===== config.mk =====
export PLATFORM = sky130hd
export DESIGN_NAME = minibyte_bus_ctrl
export DESIGN_NICKNAME = d
export VERILOG_FILES = /design/src/rtl/minibyte_bus_pkg.sv /design/src/rtl/minibyte_bus_ctrl_ext_bus_seq.sv /design/src/rtl/minibyte_bus_ctrl.sv
export SDC_FILE = /design/constraint.sdc
export NUM_CORES = 1
export LEC_CHECK = 0
export ABC_AREA = 1
export BUFFER_PORTS_ARGS = -buffer_cell sky130_fd_sc_hd__buf_2
export CAP_MARGIN = 15
export CORE_ASPECT_RATIO = 1.2
export CORE_UTILIZATION = 50
export DETAILED_ROUTE_END_ITERATION = 12
export PLACE_DENSITY = 0.83
export SKIP_LAST_GASP = 1
export SYNTH_ARGS = -nofsm -noshare
export SYNTH_HDL_FRONTEND = slang
export SYNTH_SLANG_ARGS = --single-unit

===== constraint.sdc =====
create_clock -name clk -period 1.36 [get_ports clk]
set_clock_uncertainty 0.05 [all_clocks]
set_input_delay 0.272 -clock clk [delete_from_list [all_inputs] [get_ports clk]]
set_output_delay 0.272 -clock clk [all_outputs]
set_load 0.05 [all_outputs]

===== src/rtl/minibyte_bus_pkg.sv =====
// Shared types and constants for the minibyte bus controller: FSM states, decode regions,
// default IO port address, default external timeout and the ROM window limit.
package minibyte_bus_pkg;

  localparam logic [7:0] IO_ADDR_DEFAULT     = 8'h40;
  localparam logic [7:0] ROM_LIMIT           = 8'h20;
  localparam int         EXT_TIMEOUT_DEFAULT = 15;

  typedef enum logic [2:0] {
    ST_IDLE,
    ST_LOCAL,
    ST_ALE,
    ST_DATA,
    ST_DONE
  } state_e;

  typedef enum logic [1:0] {
    REGION_ROM,
    REGION_IO,
    REGION_EXT
  } region_e;

  function automatic logic is_rom_addr(input logic [7:0] addr);
    return addr < ROM_LIMIT;
  endfunction

endpackage


===== src/rtl/minibyte_bus_ctrl_ext_bus_seq.sv =====
// External bus sequencer: drives ALE/OE/WE and the multiplexed bus in the ALE and DATA
// phases, captures read data, and forces completion after EXT_TIMEOUT consecutive waits.
module ext_bus_seq
  import minibyte_bus_pkg::*;
#(
  parameter int EXT_TIMEOUT = EXT_TIMEOUT_DEFAULT
) (
  input  logic       clk,
  input  logic       rst,
  input  state_e     i_state,
  input  logic       i_is_wr,
  input  logic [7:0] i_addr,
  input  logic [7:0] i_wdata,
  input  logic       i_ext_wait,
  input  logic [7:0] i_ext_bus_in,
  output logic [7:0] o_ext_bus_out,
  output logic       o_ext_ale,
  output logic       o_ext_oe,
  output logic       o_ext_we,
  output logic       o_done,
  output logic [7:0] o_rdata,
  output logic       o_err
);

  localparam int CW = $clog2(EXT_TIMEOUT + 1);

  logic [CW-1:0] r_wait_cnt;
  logic [7:0]    r_rdata;
  logic          r_err;
  logic          w_in_data;
  logic          w_timeout;

  assign w_in_data = (i_state == ST_DATA);
  // The last permitted wait cycle completes the access instead of counting further.
  assign w_timeout = w_in_data && i_ext_wait && (r_wait_cnt == CW'(EXT_TIMEOUT - 1));
  assign o_done    = w_in_data && (!i_ext_wait || w_timeout);
  assign o_rdata   = r_rdata;
  assign o_err     = r_err;

  always_comb begin
    o_ext_ale     = (i_state == ST_ALE);
    o_ext_oe      = w_in_data && !i_is_wr;
    o_ext_we      = w_in_data && i_is_wr;
    o_ext_bus_out = 8'h00;
    if (o_ext_ale) begin
      o_ext_bus_out = i_addr;
    end else if (o_ext_we) begin
      o_ext_bus_out = i_wdata;
    end
  end

  always_ff @(posedge clk) begin
    if (rst) begin
      r_wait_cnt <= '0;
      r_rdata    <= 8'h00;
      r_err      <= 1'b0;
    end else if (i_state == ST_ALE) begin
      r_wait_cnt <= '0;
      r_rdata    <= 8'h00;
      r_err      <= 1'b0;
    end else if (w_in_data) begin
      if (!i_ext_wait) begin
        r_rdata <= i_is_wr ? 8'h00 : i_ext_bus_in;
      end else if (w_timeout) begin
        r_rdata <= 8'hFF;
        r_err   <= 1'b1;
      end else begin
        r_wait_cnt <= r_wait_cnt + CW'(1);
      end
    end
  end

endmodule


===== src/rtl/minibyte_bus_ctrl.sv =====
// Minibyte bus controller: routes CPU byte accesses to the ROM, the IO port register or the
// multiplexed external bus. Define MINIBYTE_DEMO_ROM_EN to map 8'h00-8'h1F onto the ROM.
module minibyte_bus_ctrl
  import minibyte_bus_pkg::*;
#(
  parameter logic [7:0] IO_ADDR     = IO_ADDR_DEFAULT,
  parameter int         EXT_TIMEOUT = EXT_TIMEOUT_DEFAULT
) (
  input  logic       clk,
  input  logic       rst,
  input  logic [7:0] cpu_addr,
  input  logic [7:0] cpu_wdata,
  input  logic       cpu_rd,
  input  logic       cpu_wr,
  output logic [7:0] cpu_rdata,
  output logic       cpu_ready,
  output logic       cpu_err,
  output logic [4:0] rom_addr,
  input  logic [7:0] rom_data,
  output logic [7:0] ext_bus_out,
  input  logic [7:0] ext_bus_in,
  output logic       ext_ale,
  output logic       ext_oe,
  output logic       ext_we,
  input  logic       ext_wait,
  output logic [7:0] io_out
);

  state_e     r_state;
  state_e     w_state_nxt;
  region_e    w_region;
  region_e    r_region;
  logic       r_is_wr;
  logic [7:0] r_addr;
  logic [7:0] r_wdata;
  logic [7:0] r_io;
  logic       w_accept;
  logic       w_ext_done;
  logic       w_ext_err;
  logic [7:0] w_ext_rdata;
  logic [7:0] w_rom_rdata;

  assign w_accept = (r_state == ST_IDLE) && (cpu_rd || cpu_wr);
  assign io_out   = r_io;

  // NOTE: every signal driven in an always_comb gets a default first, so no path infers a latch.
  always_comb begin
    w_region = REGION_EXT;
    if (cpu_addr == IO_ADDR) begin
      w_region = REGION_IO;
    end
`ifdef MINIBYTE_DEMO_ROM_EN
    if (is_rom_addr(cpu_addr)) begin
      w_region = REGION_ROM;
    end
`endif
  end

`ifdef MINIBYTE_DEMO_ROM_EN
  assign rom_addr    = cpu_addr[4:0];
  assign w_rom_rdata = rom_data;
`else
  logic w_rom_unused;
  assign rom_addr     = 5'h00;
  assign w_rom_rdata  = 8'h00;
  assign w_rom_unused = ^rom_data;
`endif

  // NOTE: sequential state uses non-blocking assignments so every register samples pre-edge values.
  always_ff @(posedge clk) begin
    if (rst) begin
      r_state <= ST_IDLE;
    end else begin
      r_state <= w_state_nxt;
    end
  end

  always_comb begin
    w_state_nxt = r_state;
    case (r_state)
      ST_IDLE:  if (w_accept) w_state_nxt = (w_region == REGION_EXT) ? ST_ALE : ST_LOCAL;
      ST_LOCAL: w_state_nxt = ST_IDLE;
      ST_ALE:   w_state_nxt = ST_DATA;
      ST_DATA:  if (w_ext_done) w_state_nxt = ST_DONE;
      ST_DONE:  w_state_nxt = ST_IDLE;
      default:  w_state_nxt = ST_IDLE;
    endcase
  end

  // A write wins over a simultaneous read; an abandoned LOCAL cycle never reaches the IO load.
  always_ff @(posedge clk) begin
    if (rst) begin
      r_is_wr  <= 1'b0;
      r_addr   <= 8'h00;
      r_wdata  <= 8'h00;
      r_region <= REGION_EXT;
      r_io     <= 8'h00;
    end else begin
      if (w_accept) begin
        r_is_wr  <= cpu_wr;
        r_addr   <= cpu_addr;
        r_wdata  <= cpu_wdata;
        r_region <= w_region;
      end
      if ((r_state == ST_LOCAL) && (r_region == REGION_IO) && r_is_wr) begin
        r_io <= r_wdata;
      end
    end
  end

  always_comb begin
    cpu_ready = 1'b0;
    cpu_err   = 1'b0;
    cpu_rdata = 8'h00;
    case (r_state)
      ST_LOCAL: begin
        cpu_ready = 1'b1;
        if (!r_is_wr) begin
          cpu_rdata = (r_region == REGION_ROM) ? w_rom_rdata : r_io;
        end
      end
      ST_DONE: begin
        cpu_ready = 1'b1;
        cpu_err   = w_ext_err;
        cpu_rdata = w_ext_rdata;
      end
      default: ;
    endcase
  end

  ext_bus_seq #(
    .EXT_TIMEOUT (EXT_TIMEOUT)
  ) u_ext_bus_seq (
    .clk           (clk),
    .rst           (rst),
    .i_state       (r_state),
    .i_is_wr       (r_is_wr),
    .i_addr        (r_addr),
    .i_wdata       (r_wdata),
    .i_ext_wait    (ext_wait),
    .i_ext_bus_in  (ext_bus_in),
    .o_ext_bus_out (ext_bus_out),
    .o_ext_ale     (ext_ale),
    .o_ext_oe      (ext_oe),
    .o_ext_we      (ext_we),
    .o_done        (w_ext_done),
    .o_rdata       (w_ext_rdata),
    .o_err         (w_ext_err)
  );

endmodule

==> flow_summary.yaml, run 1 <==
outcome:
  run_status: "complete, but fails checks"
  violations: "setup timing"
clock_network:
  cts_root_buf: "clkbuf_8"
  numCtsBuffers: 5
  clock_sinks: 43
  tritoncts: "done"
  cts_max_level: 2
  clk_transition_reported_paths_ps: 100
  clk_path_buf_depth: 2
  postCtsHoldBufs: 0
  clkLatencyLatePin_ps: 330
final_layout:
  syn_to_final_growth_pct: 83.8
  antennaDiodeCount: 0
  final_net_count: 434
  postLayoutCellArea_mm2: 0.00380
  drive_gt1_share_pct: 54.8
  final_cells: 450
timing:
  relSlewSlack_pct: 45.2
  finalSetupViolations: 68
  fin_ws_ps: -644
  worst_pin_slew_ps: 821
  maxSlewViolCount: 0
  rsz0062_at_grt: "yes"
  max_freq_mhz: 499
  period_needed_ps: 2000
  fin_crit_sh_pct: 147
  setup_tns_ps: -20070
  finalHoldViolations: 0
power:
  pwr_density_cell_mw_per_mm2: 998
  power_mw: 3.79
  peakVddDrop_uv: 1230
  p_leak_nw: 1.56
placed_design:
  hpwl_mm: 3.72
  placed_cell_area_mm2: 0.00269
  dp.cells: 410
  io_buffers: 57
  pre_cts_slack_ps: -211
  place.gp.congestion: 0.772
grt:
  grt_pass1_vias: 2512
  grt.total_usage_pct: 36.8
  grt_pass1_wl_mm: 11.7
  grt_max_degree: 20
  grt_antenna_before_repair: 0
  gr-total-overflow: 0
yosys:
  synth.largest_area_cell: "dfxtp_1"
  syn_inst: 287
  synth-seq-cells: 43
  synth_cell_types: 29
  post_synth_instance_area_mm2: 0.00207
  yosys_warnings: 0
  seq_area_frac_synth_pct: 41.6
  yosysTopAreaCellShare_pct: 41.6
  avgSynthCellArea_um2: 7.21
  synth.area.top_cells: "dfxtp_1 42%, inv_1 11%, a21oi_1 7.7%, nor2_1 6.0%, o21ai_1 5.3%"
critical_path:
  worst_r2r_path_depth: 9
  crit_path_start_kind: "flip-flop"
  cp-end-kind: "output pin"
  r2r-start: "r_state[2]$_SDFFE_PP0P_"
  required_ps: 1040
  critPathLaunch: "r_region[1]$_SDFFE_PP1P_"
  rr_endpoint: "u_ext_bus_seq.r_wait_cnt[1]$_SDFFE_PP0P_"
  crit_type: "reg -> out"
  crit_arrival_ps: 1680
  r2r_setup_slack_ps: -330
  cp_max_fo: 8
drt:
  wl_per_cell_um: 26.4
  vias_per_cell: 6.47
  vias: 2912
  drt_wl_total_mm: 11.9
  post-route-drc-count: 0
  postRouteAntennaNets: 0
  dr.pass1.iters: 5
  dr.first_iter.drc_count: 400
worst_hold_path:
  min_path_type: "in -> reg"
  holdPathStages: 2
  min-delay-start: "rst"
  min_to: "r_is_wr$_SDFFE_PP0P_"
floorplan:
  rows: 25
  die_x_um: 60.7
  dieArea_mm2: 0.00440
  core-area_mm2: 0.00394
  ios: 71
  start_util_pct: 52.5
  die_h_um: 72.5
run:
  maxCapViolCount: 0
[timing repair]
action / CTS / global route
buffers inserted: 15 / 11
gates cloned: 6 / 3
pin swaps: 13 / 23
resized for setup: 101 / 92
endpoints found under the setup margin: 47 / 63
[final cells by class]
type                    instances  area [um2]
clock buffers                   6        72.6
clock inverters                 2        12.5
fillers                        75         139
inverters                      65         272
multi-input cells             176        1560
flip-flops and latches         43         873
well taps                      54        67.6
repair buffers                104         941
[metrics by stage]
step / util (%) / hold WS [ps]
after floorplan: - / 291
after global placement: 68.3 / 414
after detailed placement: 68.3 / 428
after CTS: 84.7 / 126
after global routing: 96.5 / 131
final: 96.5 / 136
[power by group]
part,internal (mW),switching [mW],leakage (nW)
logic,0.546,0.956,1.16
registers,1.35,0.0565,0.353
clock network,0.361,0.523,0.0412
total,2.26,1.54,1.56
[synth_stat cells]
master / number
nand3_2: 2
clkinv_2: 1
a21oi_1: 32
nand2_2: 1
o211ai_1: 1
buf_1: 1
or2_1: 1
nand2_4: 2
inv_1: 60
nor2_4: 5
o22ai_1: 16
nor2_1: 33
o21ai_1: 22
o21ai_0: 10
nand3_4: 1
nand3_1: 4
inv_2: 4
clkbuf_1: 2
ha_1: 2
buf_2: 2
xnor2_1: 1
buf_4: 6
xor2_1: 1
nand2_1: 28
dfxtp_1: 43
buf_6: 2
conb_1: 1
a21oi_2: 1
nand4_1: 2
[logic make-up (layout without fill, tap and decap cells)]
logic type      Yosys count  after routing  share of synthesized area [%]
xor+xnor                  2              2                          0.847
buf+inv                  78            177                           16.2
fa+ha+maj                 2              2                           1.21
flops                    43             43                           41.6
other cells               1              5                          0.181
simple gates             79             85                           18.9
compound gates           82             82                           21.1
[worst max-delay path: stages (launching register included)]
cell,delay [ps]
dfxtp_2,340
inv_1,90
a21oi_2,150
nand4_1,190
buf_6,240
o22ai_4,150
buf_6,190
[layer usage]
layer | part of all wire (%) | GRT usage (%) | vias to the layer above | routed length [um]
met2 | 46 | 64.7 | 349 | 5510
met4 | 10 | 25.8 | 0 | 1220
li1 | - | - | 1122 | -
met5 | 0 | 0 | - | 0
met1 | 33 | 35.1 | 1304 | 3890
met3 | 11 | 11.6 | 137 | 1290
[worst max path at each step]
| stage | to | slack (ps) | cells after the start |
|---|---|---|---|
| after floorplan | cpu_rdata[0] | -340 | 4 |
| after global placement | ext_bus_out[2] | -170 | 5 |
| after detailed placement | ext_bus_out[2] | -210 | 5 |
| after CTS | ext_bus_out[3] | -420 | 5 |
| after global routing | cpu_rdata[5] | -750 | 6 |
| final | cpu_rdata[5] | -640 | 6 |
[state kept, by name, indices dropped and copies added, names as in the netlist]
signal	cells
r_wdata	8
io_out	8
r_addr	8
u_ext_bus_seq.r_wait_cnt	4
u_ext_bus_seq.o_rdata	8
r_region	2
r_is_wr	1
r_state	3
u_ext_bus_seq.o_err	1
[cell usage in the layout, fill, tap and decap left out, drive strengths merged, types with 5 or more instances in the layout]
cell / count
nand2: 37
conb: 5
buf: 103
o22ai: 16
dfxtp: 43
inv: 63
nand3: 7
clkbuf: 7
o21ai: 32
nor2: 38
a21oi: 33
Power figures use the tool's default switching activity.
==> inputs of run 2 (changes only) <==
- CORE_UTILIZATION: 50 -> 29
- PLACE_DENSITY: 0.83 -> 0.54
==> run 2 against run 1 <==
Compared with the run above:
- the run still ends with setup timing left
- power decreased by 8.4%
- final cell count increased by 3.8%
- clock power increased by 17%
- global-route usage decreased by 22 points
- design area decreased by 11%
- sequential power about the same
- largest cell class unchanged
==> flow_summary.yaml, run 2 (synthesis results as in run 1) <==
grt:
  gr-total-overflow: 0
  grt.total_usage_pct: 15.2
  grt_antenna_before_repair: 0
  grt_max_degree: 29
  grt_pass1_vias: 1835
  grt_pass1_wl_mm: 8.81
timing:
  maxSlewViolCount: 0
  fin_crit_sh_pct: 129
  max_freq_mhz: 569
  finalHoldViolations: 0
  period_needed_ps: 1760
  finalSetupViolations: 38
  fin_ws_ps: -398
  rsz0062_at_grt: "yes"
outcome:
  run_status: "complete, but fails checks"
  violations: "setup timing"
drt:
  post-route-drc-count: 0
  dr.pass1.iters: 4
  dr.first_iter.drc_count: 67
  postRouteAntennaNets: 0
  vias: 2080
  wl_per_cell_um: 12.2
  vias_per_cell: 4.45
  drt_wl_total_mm: 5.70
final_layout:
  postLayoutCellArea_mm2: 0.00337
  drive_gt1_share_pct: 41.3
  syn_to_final_growth_pct: 63.2
  layout_commonest_cell: "inv_1"
  antennaDiodeCount: 0
  final_net_count: 418
  final_cell_mix: "57 x inv_1, 37 x dfxtp_1, 36 x buf_2"
clock_network:
  clock_sinks: 43
  tritoncts: "done"
  cts_max_level: 2
  clk_transition_reported_paths_ps: 80
  postCtsHoldBufs: 0
  clkLatencyLatePin_ps: 290
  numCtsBuffers: 5
  clk_path_buf_depth: 2
  cts_root_buf: "clkbuf_8"
critical_path:
  r2r-start: "r_state[0]$_SDFFE_PP0P_"
  cp-end-kind: "output pin"
  crit_path_start_kind: "flip-flop"
  crit_type: "reg -> out"
  required_ps: 1040
  rr_endpoint: "r_region[0]$_SDFFE_PP0P_"
  r2r_setup_slack_ps: -70
  crit_arrival_ps: 1440
  worst_r2r_path_depth: 8
  cp_max_fo: 4
placed_design:
  hpwl_mm: 3.94
  placed_cell_area_mm2: 0.00279
  place.gp.congestion: 0.768
  io_buffers: 57
  pre_cts_slack_ps: -205
floorplan:
  start_util_pct: 30.2
  die_h_um: 94.5
  die_x_um: 79.1
  rows: 33
  ios: 71
  dieArea_mm2: 0.00747
  core-area_mm2: 0.00685
worst_hold_path:
  min-delay-start: "rst"
  min_to: "r_is_wr$_SDFFE_PP0P_"
  min_path_type: "in -> reg"
  holdPathStages: 2
run:
  maxCapViolCount: 0
power:
  p_leak_nw: 1.46
  pwr_density_cell_mw_per_mm2: 1030
  peakVddDrop_uv: 614
## run 2: cell count changes in the layout (fill, tap and decap cells not counted), moves of 3 or more
cell	before	now
a21oi_1	14	31
inv_2	1	4
buf_4	17	23
a21oi_2	17	2
nand2_1	21	27
o21ai_0	0	6
buf_6	42	21
o21ai_4	9	0
o21ai_1	5	19
nand2_4	9	4
o21ai_2	18	7
nand2_8	5	1
## run 2: worst max-delay path by stage
stage,startpoint,to
after floorplan,r_region[0]$_SDFFE_PP0P_,cpu_rdata[0]
after global placement,r_state[0]$_SDFFE_PP0P_,ext_bus_out[2]
after detailed placement,r_state[0]$_SDFFE_PP0P_,ext_bus_out[2]
after CTS,r_state[0]$_SDFFE_PP0P_,ext_bus_out[2]
after global routing,r_state[0]$_SDFFE_PP0P_,ext_bus_out[1]
final,r_state[1]$_SDFFE_PP0P_,ext_bus_out[6]
## run 2: what timing repair did
item | in CTS | in global routing
setup endpoints to repair | 31 | 58
pin swaps | 4 | 8
gates resized for setup | 60 | 28
gates cloned | 0 | 4
hold endpoints to repair | 0 | 0
setup buffers | 3 | 6
## run 2: per-stage QoR
step | utilization (%) | setup TNS (ps) | cells | hold WS, ps | power, mW
after floorplan | - | -5720 | 291 | 291 | 2.00
final | 49.2 | -7420 | 467 | 148 | 3.48
after global placement | 40.7 | -2800 | 446 | 416 | 2.23
after detailed placement | 40.7 | -2870 | 446 | 424 | 2.24
after global routing | 49.2 | -11130 | 467 | 147 | 3.65
after CTS | 45.8 | -7680 | 457 | 139 | 3.36
## run 2: where the power goes
part           internal, mW  switching, mW
logic                 0.449          0.607
registers              1.35         0.0393
clock network         0.594          0.435
## run 2: layout make-up
| cell class | instances | area, um2 |
|---|---|---|
| inverter | 65 | 256 |
| sequential | 43 | 878 |
| fill | 695 | 3480 |
| clock buffer | 6 | 82.6 |
| multi-input combinational | 171 | 1170 |
| clock inverter | 2 | 35.0 |
| timing repair buffer | 93 | 840 |
| tap | 87 | 109 |
## run 2: worst max-delay path, cell delays in order (launching register included)
cell and delay, ps:
dfxtp_4 380, nand2_4 60, nor2_4 200, nand2_4 150, o22ai_4 170, buf_6 180
## run 2: routing by layer
metal	global-route usage (%)	part of all wire, %	vias to the layer above
li1	-	-	1083
met1	19.1	44	951
met2	26.2	52	42
met3	3.00	3.5	4
met4	4.55	0.79	0
met5	0	0	-
